`config.mk`:
```
export PLATFORM = sky130hd
export DESIGN_NAME = traffic_phase_ctrl
export DESIGN_NICKNAME = d
export VERILOG_FILES = /design/src/rtl/traffic_phase_ctrl.sv
export SDC_FILE = /design/constraint.sdc
export NUM_CORES = 1
export LEC_CHECK = 0
export CORE_ASPECT_RATIO = 1.25
export CORE_MARGIN = 4
export CORE_UTILIZATION = 35
export DETAILED_ROUTE_END_ITERATION = 10
export PLACE_DENSITY = 0.58
export SLEW_MARGIN = 30
export SYNTH_ARGS = -nofsm -noshare
export SYNTH_HDL_FRONTEND = slang
export SYNTH_SLANG_ARGS = --single-unit
```
`constraint.sdc`:
```
create_clock -name clk -period 2.55 [get_ports clk]
set_clock_uncertainty 0.15 [all_clocks]
set_input_delay 0.3825 -clock clk [delete_from_list [all_inputs] [get_ports clk]]
set_output_delay 0.3825 -clock clk [all_outputs]
set_load 0.02 [all_outputs]
```
`src/rtl/traffic_phase_ctrl.sv`:
```
`timescale 1ns/1ps
// traffic_phase_ctrl -- phase sequencer for a two-road signalised intersection.
//
// Steps RED_TO_MAIN -> MAIN_G -> MAIN_Y -> RED_TO_SEC -> SEC_G -> SEC_Y on the
// 1 s tick. Main green is re-armed while nobody waits on the secondary road.
// A night request is honoured only at all-red expiry and gives flashing yellow.
//
// Ports:
//   clk, rst (async, active-low)      clock and reset
//   tick                              one-clk pulse per second
//   enable                            0 freezes state, counter and lamps
//   night_mode                        flashing-yellow request
//   sec_sensor                        vehicle waiting on the secondary road
//   main_r/y/g, sec_r/y/g             lamp drivers
//   state                             current phase encoding
//   time_left                         ticks remaining in the phase minus 1
//   ped_req / ped_walk                pedestrian button / walk lamp
//                                     (only when PED_REQ_EN is defined)
//
// Optional feature macro: PED_REQ_EN.
//
// traffic_phase_ctrl_chk -- lamp-safety checker, bound from the bench.
module traffic_phase_ctrl #(
  parameter int T_MAIN_G = 20,
  parameter int T_MAIN_Y = 3,
  parameter int T_ALL_R  = 2,
  parameter int T_SEC_G  = 10,
  parameter int T_SEC_Y  = 3,
  parameter int CNT_W    = 8
) (
  input  logic             clk,
  input  logic             rst,
  input  logic             tick,
  input  logic             enable,
  input  logic             night_mode,
  input  logic             sec_sensor,
`ifdef PED_REQ_EN
  input  logic             ped_req,
  output logic             ped_walk,
`endif
  output logic             main_r,
  output logic             main_y,
  output logic             main_g,
  output logic             sec_r,
  output logic             sec_y,
  output logic             sec_g,
  output logic [2:0]       state,
  output logic [CNT_W-1:0] time_left
);

  typedef enum logic [2:0] {
    RED_TO_MAIN = 3'd0,
    MAIN_G      = 3'd1,
    MAIN_Y      = 3'd2,
    RED_TO_SEC  = 3'd3,
    SEC_G       = 3'd4,
    SEC_Y       = 3'd5,
    FLASH       = 3'd6,
    UNUSED_7    = 3'd7
  } phase_t;

  localparam logic [CNT_W-1:0] LD_MAIN_G = CNT_W'(T_MAIN_G - 1);
  localparam logic [CNT_W-1:0] LD_MAIN_Y = CNT_W'(T_MAIN_Y - 1);
  localparam logic [CNT_W-1:0] LD_ALL_R  = CNT_W'(T_ALL_R - 1);
  localparam logic [CNT_W-1:0] LD_SEC_G  = CNT_W'(T_SEC_G - 1);
  localparam logic [CNT_W-1:0] LD_SEC_Y  = CNT_W'(T_SEC_Y - 1);
  localparam logic [CNT_W-1:0] CNT_ZERO  = CNT_W'(0);
  localparam logic [CNT_W-1:0] CNT_ONE   = CNT_W'(1);
  localparam logic [5:0]       ALL_RED   = 6'b100_100;

  // Lamp pattern {main_r,main_y,main_g,sec_r,sec_y,sec_g}; anything unknown is all-red.
  function automatic logic [5:0] lamps_of(input phase_t ph, input logic fl);
    logic [5:0] l;
    l = ALL_RED;
    case (ph)
      MAIN_G:  l = 6'b001_100;
      MAIN_Y:  l = 6'b010_100;
      SEC_G:   l = 6'b100_001;
      SEC_Y:   l = 6'b100_010;
      FLASH:   l = {1'b0, fl, 1'b0, 1'b0, fl, 1'b0};
      default: l = ALL_RED;
    endcase
    return l;
  endfunction

  phase_t           state_r, state_s;
  logic [CNT_W-1:0] cnt_r, cnt_s;
  logic             flash_r, flash_s;
  logic [5:0]       lamp_r, lamp_s;
  logic             step_s;
  logic             ext_req_s;

  assign step_s = enable & tick;

`ifdef PED_REQ_EN
  logic ped_prev_r, ped_pend_r, ped_pend_s, walk_r;

  // Sticky pedestrian request: set on a button rising edge, cleared on SEC_G entry.
  always_comb begin
    ped_pend_s = ped_pend_r | (ped_req & ~ped_prev_r);
    if ((state_s == SEC_G) && (state_r != SEC_G)) begin
      ped_pend_s = 1'b0;
    end else begin
      ped_pend_s = ped_pend_s;
    end
  end

  // Pedestrian edge register, pending flag and walk lamp (walk tracks next phase).
  always_ff @(posedge clk or negedge rst) begin
    if (!rst) begin
      ped_prev_r <= 1'b0;
      ped_pend_r <= 1'b0;
      walk_r     <= 1'b0;
    end else begin
      ped_prev_r <= ped_req;
      ped_pend_r <= ped_pend_s;
      walk_r     <= (state_s == SEC_G);
    end
  end

  assign ped_walk  = walk_r;
  assign ext_req_s = sec_sensor | ped_pend_r;
`else
  assign ext_req_s = sec_sensor;
`endif

  // Next phase, counter and flash bit; lamps are decoded from the next phase so
  // the registered lamps change on the same edge as the state register.
  always_comb begin
    state_s = state_r;
    cnt_s   = cnt_r;
    flash_s = 1'b0;
    if (state_r == UNUSED_7) begin
      state_s = RED_TO_MAIN;
      cnt_s   = LD_ALL_R;
    end else if (!step_s) begin
      flash_s = flash_r;
    end else if (state_r == FLASH) begin
      cnt_s = CNT_ZERO;
      if (night_mode) begin
        flash_s = ~flash_r;
      end else begin
        state_s = RED_TO_MAIN;
        cnt_s   = LD_ALL_R;
      end
    end else if (cnt_r != CNT_ZERO) begin
      cnt_s = cnt_r - CNT_ONE;
    end else begin
      case (state_r)
        RED_TO_MAIN: begin
          if (night_mode) begin
            state_s = FLASH;
            cnt_s   = CNT_ZERO;
          end else begin
            state_s = MAIN_G;
            cnt_s   = LD_MAIN_G;
          end
        end
        MAIN_G: begin
          // No demand from the side road: re-arm main green instead of leaving.
          if (ext_req_s) begin
            state_s = MAIN_Y;
            cnt_s   = LD_MAIN_Y;
          end else begin
            state_s = MAIN_G;
            cnt_s   = LD_MAIN_G;
          end
        end
        MAIN_Y: begin
          state_s = RED_TO_SEC;
          cnt_s   = LD_ALL_R;
        end
        RED_TO_SEC: begin
          if (night_mode) begin
            state_s = FLASH;
            cnt_s   = CNT_ZERO;
          end else begin
            state_s = SEC_G;
            cnt_s   = LD_SEC_G;
          end
        end
        SEC_G: begin
          state_s = SEC_Y;
          cnt_s   = LD_SEC_Y;
        end
        SEC_Y: begin
          state_s = RED_TO_MAIN;
          cnt_s   = LD_ALL_R;
        end
        default: begin
          state_s = RED_TO_MAIN;
          cnt_s   = LD_ALL_R;
        end
      endcase
    end
    lamp_s = lamps_of(state_s, flash_s);
  end

  // Phase, counter, flash and lamp registers.
  always_ff @(posedge clk or negedge rst) begin
    if (!rst) begin
      state_r <= RED_TO_MAIN;
      cnt_r   <= LD_ALL_R;
      flash_r <= 1'b0;
      lamp_r  <= ALL_RED;
    end else begin
      state_r <= state_s;
      cnt_r   <= cnt_s;
      flash_r <= flash_s;
      lamp_r  <= lamp_s;
    end
  end

  assign {main_r, main_y, main_g, sec_r, sec_y, sec_g} = lamp_r;
  assign state     = state_r;
  assign time_left = cnt_r;

endmodule


```
### Word-level counts from Yosys, hierarchy flattened

Index checks and enable logic that the tools add are counted.

| cells by class | value |
|---|---|
| add/subtract/negate cells | 1 |
| equal/unequal tests | 11 |
| muxes and demuxes | 23 |
| bitwise operators | 2 |
| reduce and logical (&&, ||, !) cells | 3 |

Operators with widths:

| operator | count |
|---|---|
| $mux W8 | 4 |
| $pmux W8 S4 | 1 |
| $pmux W6 S5 | 1 |
| $eq A3 B3 Y1 const B | 6 |
| $mux W3 | 6 |
| $pmux W3 S5 | 1 |
| $mux W5 | 2 |
| $eq A3 B2 Y1 const B | 3 |
| $reduce_bool A8 Y1 | 1 |
| $sub A8 B1 Y8 const B | 1 |
| $eq A3 B1 Y1 const B | 2 |
| $mux W1 | 5 |
| $mux W2 | 2 |
| $mux W4 | 1 |
| $logic_not A3 Y1 | 1 |
| $reduce_bool A2 Y1 | 1 |
| $and A1 B1 Y1 | 1 |
| $not A1 Y1 | 1 |

| storage, ports and cells | value |
|---|---|
| register bits | 18 |
| input bits | 6 |

### Logic depth before layout (Yosys ltp)

Gate-level depths: netlist of the first run.

| depth | value |
|---|---|
| word-level depth | 8 |
| mapped depth | 8 |

### Least setup slack after synthesis of the first run

No wires, ideal clock.

| timing | value |
|---|---|
| path kind | reg2reg |
| from | register cnt_r[1], in the netlist time_left[1] |
| to | register lamp_r[5] |
| arrival time | 1,969 ps |
| required time | 2,314 ps |
| setup slack | 345 ps |
| stages on the path, launching flop included | 9 |
| period minus slack after synthesis | 2,205 ps |
| cell sequence | dfrtp_1 -> inv_1 -> ha_1 -> or4b_1 -> buf_4 -> o221ai_4 -> o211ai_4 -> a2111oi_4 -> nor2_1 |

| between the ends | value |
|---|---|
| cells in the longest elaborated chain, start to end | 7 |
| elaborated cells on any way between the ends | 11 |

RTL lines:

| what | line | RTL |
|---|---|---|
| start, declared | 87 | `logic [CNT_W-1:0] cnt_r, cnt_s;` |
| start signal, assigned | 208 | `cnt_r <= cnt_s;` |
| $reduce_bool A8 Y1 (*) | 146 | `end else if (cnt_r != CNT_ZERO) begin` |
| $mux W3 (*) | 146 |  |
| $mux W3 (*) | 138 | `end else if (state_r == FLASH) begin` |
| $mux W3 (*) | 136 | `end else if (!step_s) begin` |
| $mux W3 (*) | 133 | `if (state_r == UNUSED_7) begin` |
| $eq A3 B3 Y1 (tied with other cells) | 75 | `case (ph)` |
| $pmux W6 S5 (*) | 75 |  |
| net lamp_s[5] | 89 | `logic [5:0] lamp_r, lamp_s;` |
| end signal, assigned | 210 | `lamp_r <= lamp_s;` |
| end, declared | 89 |  |

The timed path passes the listed nets; every way through them passes the cells marked *.
A chain may end at the register's enable or synchronous reset.

### Final worst setup path of the first run

| timing | value |
|---|---|
| from | register cnt_r[1], in the netlist time_left[1] |
| to | register lamp_r[4] |

Same word-level chain as after synthesis.

==> impl_metrics.tcl, run 1 <==
set metrics [dict create \
    outcome "finished, final reports clean" \
    hold_viol_final 0 \
    cts_resized 0 \
    synth-seq-cells 18 \
    seqCellArea_um2 454 \
    antenna_found_initial 0 \
    grt_setup_unrepaired "false" \
    ys.flop_type "dfrtp_1" \
    design_area_um2 1450 \
    worstPathCellList "inv_1, ha_1, or4b_1, nor2_4, a31o_2, and2_1, o21a_1" \
    clkSlewWorstSetupHoldPaths_ps 70 \
    yosys_warnings 0 \
    pin_count 23 \
    grt_max_degree 19 \
    dr.pass1.iters 5 \
    die_w_um 59.2 \
    fill_cells 311 \
    detail-route-antenna-nets 0 \
    setup.worst_path.class "reg -> reg" \
    placed_area_um2 1400 \
    die_h_um 72.0 \
    dp_hpwl_um 2300 \
    max_slew_margin 0.630 \
    cts_hold_buf 0 \
    viasPerCell 5.87 \
    cp_data_required_time_ps 2610 \
    drive_gt1_frac 0.133 \
    syn_nets 128 \
    root_buffer "clkbuf_8" \
    crit_family "simple AND/OR/NAND/NOR gates" \
    synth.distinct_cells 45 \
    fmax_mhz 418 \
    dieArea_um2 4260 \
    synth_most_common_cell "dfrtp_1" \
    drc 0 \
    fin_nets 151 \
    synth_largest_area_cell "dfrtp_1" \
    drt_iter0_markers 54 \
    place_congestion 0.870 \
    wl_per_cell_um 17.1 \
    fin_util 0.455 \
    overflow 0 \
    num_rows 23 \
    cap_viol_max_count 0 \
    setup_viol 0 \
    power_leakage_nw 0.575 \
    yosysSeqAreaShare 0.396 \
    period_minus_slack_ps 2390 \
    numClockSinks 18 \
    routed_wirelength_um 3080 \
    clkLatencyLatePin_ps 270 \
    slowest_delay_ps 660 \
    syn-cell-area_um2 1150 \
    grt_pass1_vias 1095 \
    setup.worst_path.start_class "register" \
    yosysTopAreaCellShare 0.327 \
    synth.avg_cell_area_um2 9.48 \
    multi_input_area_um2 644 \
    start_util 0.359 \
    power_density_nw_per_um2 1450 \
    timing.final.crit_share 0.938 \
    cts_tree "built" \
    post_cts_buffers 0 \
    peakVddDrop_mv 0.815 \
    synthTopCellsByCount "dfrtp_1, nand2_1, nor2_1" \
    cts-htree-levels 1 \
    setup_tns_ps 0 \
    synth-edff-count 0 \
    drv_slew 0 \
    diodes 0 \
    grt_pass1_wl_um 5190 \
    cts_made_buffers 3 \
    area_growth_pct 26.7 \
    cp_max_fo 8 \
    grt_usage 0.161 \
    synthCells 121 \
    critPathCaptureType "register" \
    worst_path_max_delay_cell "or4b_1" \
    tightest_slew_ps 548 \
    clockBufferDepth 2 \
    p_total_mw 2.11 \
    via_count 1057 \
    netlist_top_cells_area "dfrtp_1, dfstp_2, nand2_1" \
    portBuffers 22 \
    crit_arrival_ps 2450 \
    cp_num_buf_inv 1 \
    holdCritPathClass "in -> async" \
    synth_async_sr_flop_share 1.00 \
    coreArea_um2 3190 \
]
path summary, 6_finish.rpt:
| check | start | endpoint | slack (ps) | cells past startpoint |
|---|---|---|---|---|
| min | rst | time_left[4] | 280 | 2 |
| min reg2reg | time_left[4] | time_left[4] | 450 | 2 |
| min in group clk | time_left[4] | time_left[4] | 450 | 2 |
| max in group asynchronous | rst | lamp_r[5] | 1710 | 2 |
| max | time_left[1] | lamp_r[4] | 160 | 7 |
| max reg2reg | time_left[1] | lamp_r[4] | 160 | 7 |
sequential cells by signal (all words and copies together) (netlist names):
name / count
flash_r: 1
time_left: 8
state: 3
lamp_r: 6
power breakdown:
group / total, mW / leakage [nW] / switching [mW] / internal [mW]
logic: 1.26 / 0.318 / 0.721 / 0.536
clock network: 0.246 / 0.0288 / 0.109 / 0.138
registers: 0.611 / 0.228 / 0.189 / 0.422
per-layer routing:
metal / global-route usage / part of all wire / vias to the layer above
li1: - / - / 499
met1: 0.178 / 0.41 / 523
met2: 0.271 / 0.51 / 26
met3: 0.0427 / 0.042 / 9
met4: 0.0932 / 0.032 / 0
met5: 0 / 0 / -
per-stage QoR:
step	worst slack, ps	cells	hold slack [ps]
after detailed placement	186	176	433
after floorplan	345	121	-63.1
after global placement	223	176	414
after CTS	167	180	292
final	158	180	281
after global routing	18.1	180	298
layout by cell type (no fill, tap or decap), types with 2 or more instances in the layout:
cell	Yosys	final
nor2_1	10	10
nand2_1	12	12
o31ai_1	3	3
dfstp_2	3	3
clkdlybuf4s50_1	0	22
o21a_1	2	2
nor3_1	7	7
buf_4	1	2
nand3_1	5	5
nor4_1	3	3
a21oi_1	2	2
a32o_1	2	2
dfrtp_1	15	15
a31oi_1	3	3
and2_1	4	4
o21ai_0	8	8
nand2b_1	4	4
o2111ai_1	2	2
inv_1	5	5
clkbuf_8	0	4
cell families (layout without fill, tap and decap cells):
logic type | Yosys count | count (layout) | share of synthesized area
buffers and inverters | 11 | 33 | 0.0425
muxes | 2 | 2 | 0.0185
adders and majority gates | 1 | 1 | 0.0109
DFF | 18 | 18 | 0.396
and+or+nand+nor | 52 | 52 | 0.241
AOI/OAI and AO/OA | 36 | 36 | 0.284
xor gates and xnor gates | 1 | 1 | 0.00763
final cells by class:
cell class              count  share of cell area
clock buffers               4              0.0379
inverters                   5              0.0129
multi-input cells          92               0.443
flip-flops and latches     18               0.312
well taps                  37              0.0318
repair buffers             24               0.162
No activity file was read; power rests on OpenSTA's default activity.
==> run 2: changes to the inputs <==
--- a/config.mk
+++ b/config.mk
@@ -9,7 +9,9 @@
 export CORE_MARGIN = 4
 export CORE_UTILIZATION = 35
 export DETAILED_ROUTE_END_ITERATION = 10
-export PLACE_DENSITY = 0.58
+export GPL_TIMING_DRIVEN = 0
+export HOLD_SLACK_MARGIN = 0.03
+export PLACE_DENSITY_LB_ADDON = 0.25
 export SLEW_MARGIN = 30
 export SYNTH_ARGS = -nofsm -noshare
 export SYNTH_HDL_FRONTEND = slang
==> impl_metrics.tcl, run 2 (synthesis gave the netlist of run 1 again) <==
set metrics [dict create \
    drt_iter0_markers 31 \
    clkLatencyLatePin_ps 260 \
    place_congestion 0.818 \
    drc 0 \
    dp_hpwl_um 2160 \
    crit_family "simple AND/OR/NAND/NOR gates" \
    layout_commonest_cell "clkdlybuf4s50_1" \
    max_slew_margin 0.410 \
    routed_wirelength_um 2900 \
    grt_max_degree 19 \
    cp_data_required_time_ps 2560 \
    cts_resized 0 \
    via_count 1026 \
    worst_path_max_delay_cell "dfrtp_1" \
    viasPerCell 5.58 \
    tightest_slew_ps 882 \
    multi_input_area_um2 644 \
    final_cells 184 \
    root_buffer "clkbuf_8" \
    diodes 0 \
    cp_max_fo 5 \
    cts_tree "built" \
    setup.worst_path.start_class "register" \
    timing.final.crit_share 0.912 \
    power_leakage_nw 0.579 \
    largest_reg_flops 8 \
    wl_per_cell_um 15.8 \
    drv_slew 0 \
    area_growth_pct 27.2 \
    clkSlewWorstSetupHoldPaths_ps 70 \
    dieArea_um2 4260 \
    r2r_start "time_left[1]" \
    cts-htree-levels 1 \
    drive_gt1_frac 0.136 \
    startpoint "time_left[1]" \
    cap_viol_max_count 0 \
    antenna_found_initial 0 \
    worstPathCellList "inv_1, ha_1, nor4b_2, nand2_1, o211ai_4, nand3_1, o21a_1" \
    num_rows 23 \
    cp_num_buf_inv 1 \
    clockBufferDepth 2 \
    grt_usage 0.150 \
    period_minus_slack_ps 2330 \
    die_h_um 72.0 \
    setup_viol 0 \
    overflow 0 \
    setup_tns_ps 0 \
    die_w_um 59.2 \
    holdCritPathClass "reg -> reg" \
    slowest_delay_ps 420 \
    fin_nets 155 \
    portBuffers 22 \
    crit_arrival_ps 2330 \
    cp_num_cells 7 \
    numClockSinks 18 \
    critPathCaptureType "register" \
    fmax_mhz 430 \
    peakVddDrop_mv 0.650 \
    grt_setup_unrepaired "false" \
    endpoint "lamp_r[4]" \
    reg2reg_to "lamp_r[4]" \
    worstHoldStart "time_left[4]" \
    outcome "finished, final reports clean" \
    hold_viol_final 0 \
    coreArea_um2 3190 \
    p_total_mw 2.09 \
    cts_made_buffers 3 \
    detail-route-antenna-nets 0 \
    reg2reg_slack_ps 220 \
    place_inst 180 \
    fill_cells 300 \
    power_density_nw_per_um2 1430 \
    grt_pass1_vias 1049 \
    post_cts_buffers 0 \
    pin_count 23 \
    dr.pass1.iters 3 \
    seqCellArea_um2 454 \
    cts_hold_buf 0 \
    final_cell_mix "clkdlybuf4s50_1, dfrtp_1, nand2_1" \
    grt_pass1_wl_um 4890 \
    ff2ff_path_depth 7 \
    setup.worst_path.class "reg -> reg" \
    start_util 0.359 \
]
run 2: changes by cell type in the layout (fill, tap and decap cells not counted), sizes merged:
cell,before,now
clkbuf,4,6
buf,2,4
run 2: how the worst min path moves through the flow:
stage	end	cells after the start	slack, ps
CTS	time_left[1]	1	450
global placement	time_left[1]	1	420
floorplan	flash_r	0	-60
detailed placement	time_left[4]	2	430
global route	time_left[4]	1	500
finish	time_left[4]	2	440
run 2: worst register-to-register path: stages, from the launching register on:
cell and delay, ps:
dfrtp_1 420, inv_1 70, ha_1 200, nor4b_2 380, nand2_1 260, o211ai_4 270
nand3_1 220, o21a_1 240
run 2: area by class of cell:
cell class,count,share of cell area
plain buffers,6,0.0206
repair buffers,22,0.151
inverters,5,0.0129
well taps,37,0.0317
clock buffers,4,0.0309
flip-flops and latches,18,0.311
multi-input cells,92,0.442
run 2: metal layers:
layer	wire length [um]	global-route usage
met1	1260	0.176
met2	1450	0.249
met3	129	0.0320
met4	64	0.0856
met5	0	0
run 2: per-stage QoR:
stage / setup slack (ps) / instance area [um2] / utilization / hold slack (ps)
2_1_floorplan: 345 / 1150 / - / -63.1
3_3_place_gp: 238 / 1410 / 0.443 / 421
3_5_place_dp: 260 / 1410 / 0.443 / 434
4_1_cts: 233 / 1460 / 0.457 / 452
5_1_grt: 46.7 / 1460 / 0.457 / 497
6_report: 224 / 1460 / 0.457 / 445
run 2: where the power goes:
group	switching [mW]	total [mW]	leakage (nW)	internal, mW
registers	0.109	0.532	0.228	0.423
clock network	0.103	0.214	0.0228	0.111
logic	0.784	1.34	0.328	0.560
total	0.996	2.09	0.579	1.09
==> run 3: changes to the inputs <==
--- a/config.mk
+++ b/config.mk
@@ -8,6 +8,7 @@
 export CORE_ASPECT_RATIO = 1.25
 export CORE_MARGIN = 4
 export CORE_UTILIZATION = 35
+export CTS_CLUSTER_SIZE = 25
 export DETAILED_ROUTE_END_ITERATION = 10
 export GPL_TIMING_DRIVEN = 0
 export HOLD_SLACK_MARGIN = 0.03
==> results of run 3 <==
Same layout as run 2: the final DEF is identical, and so are final timing and power.
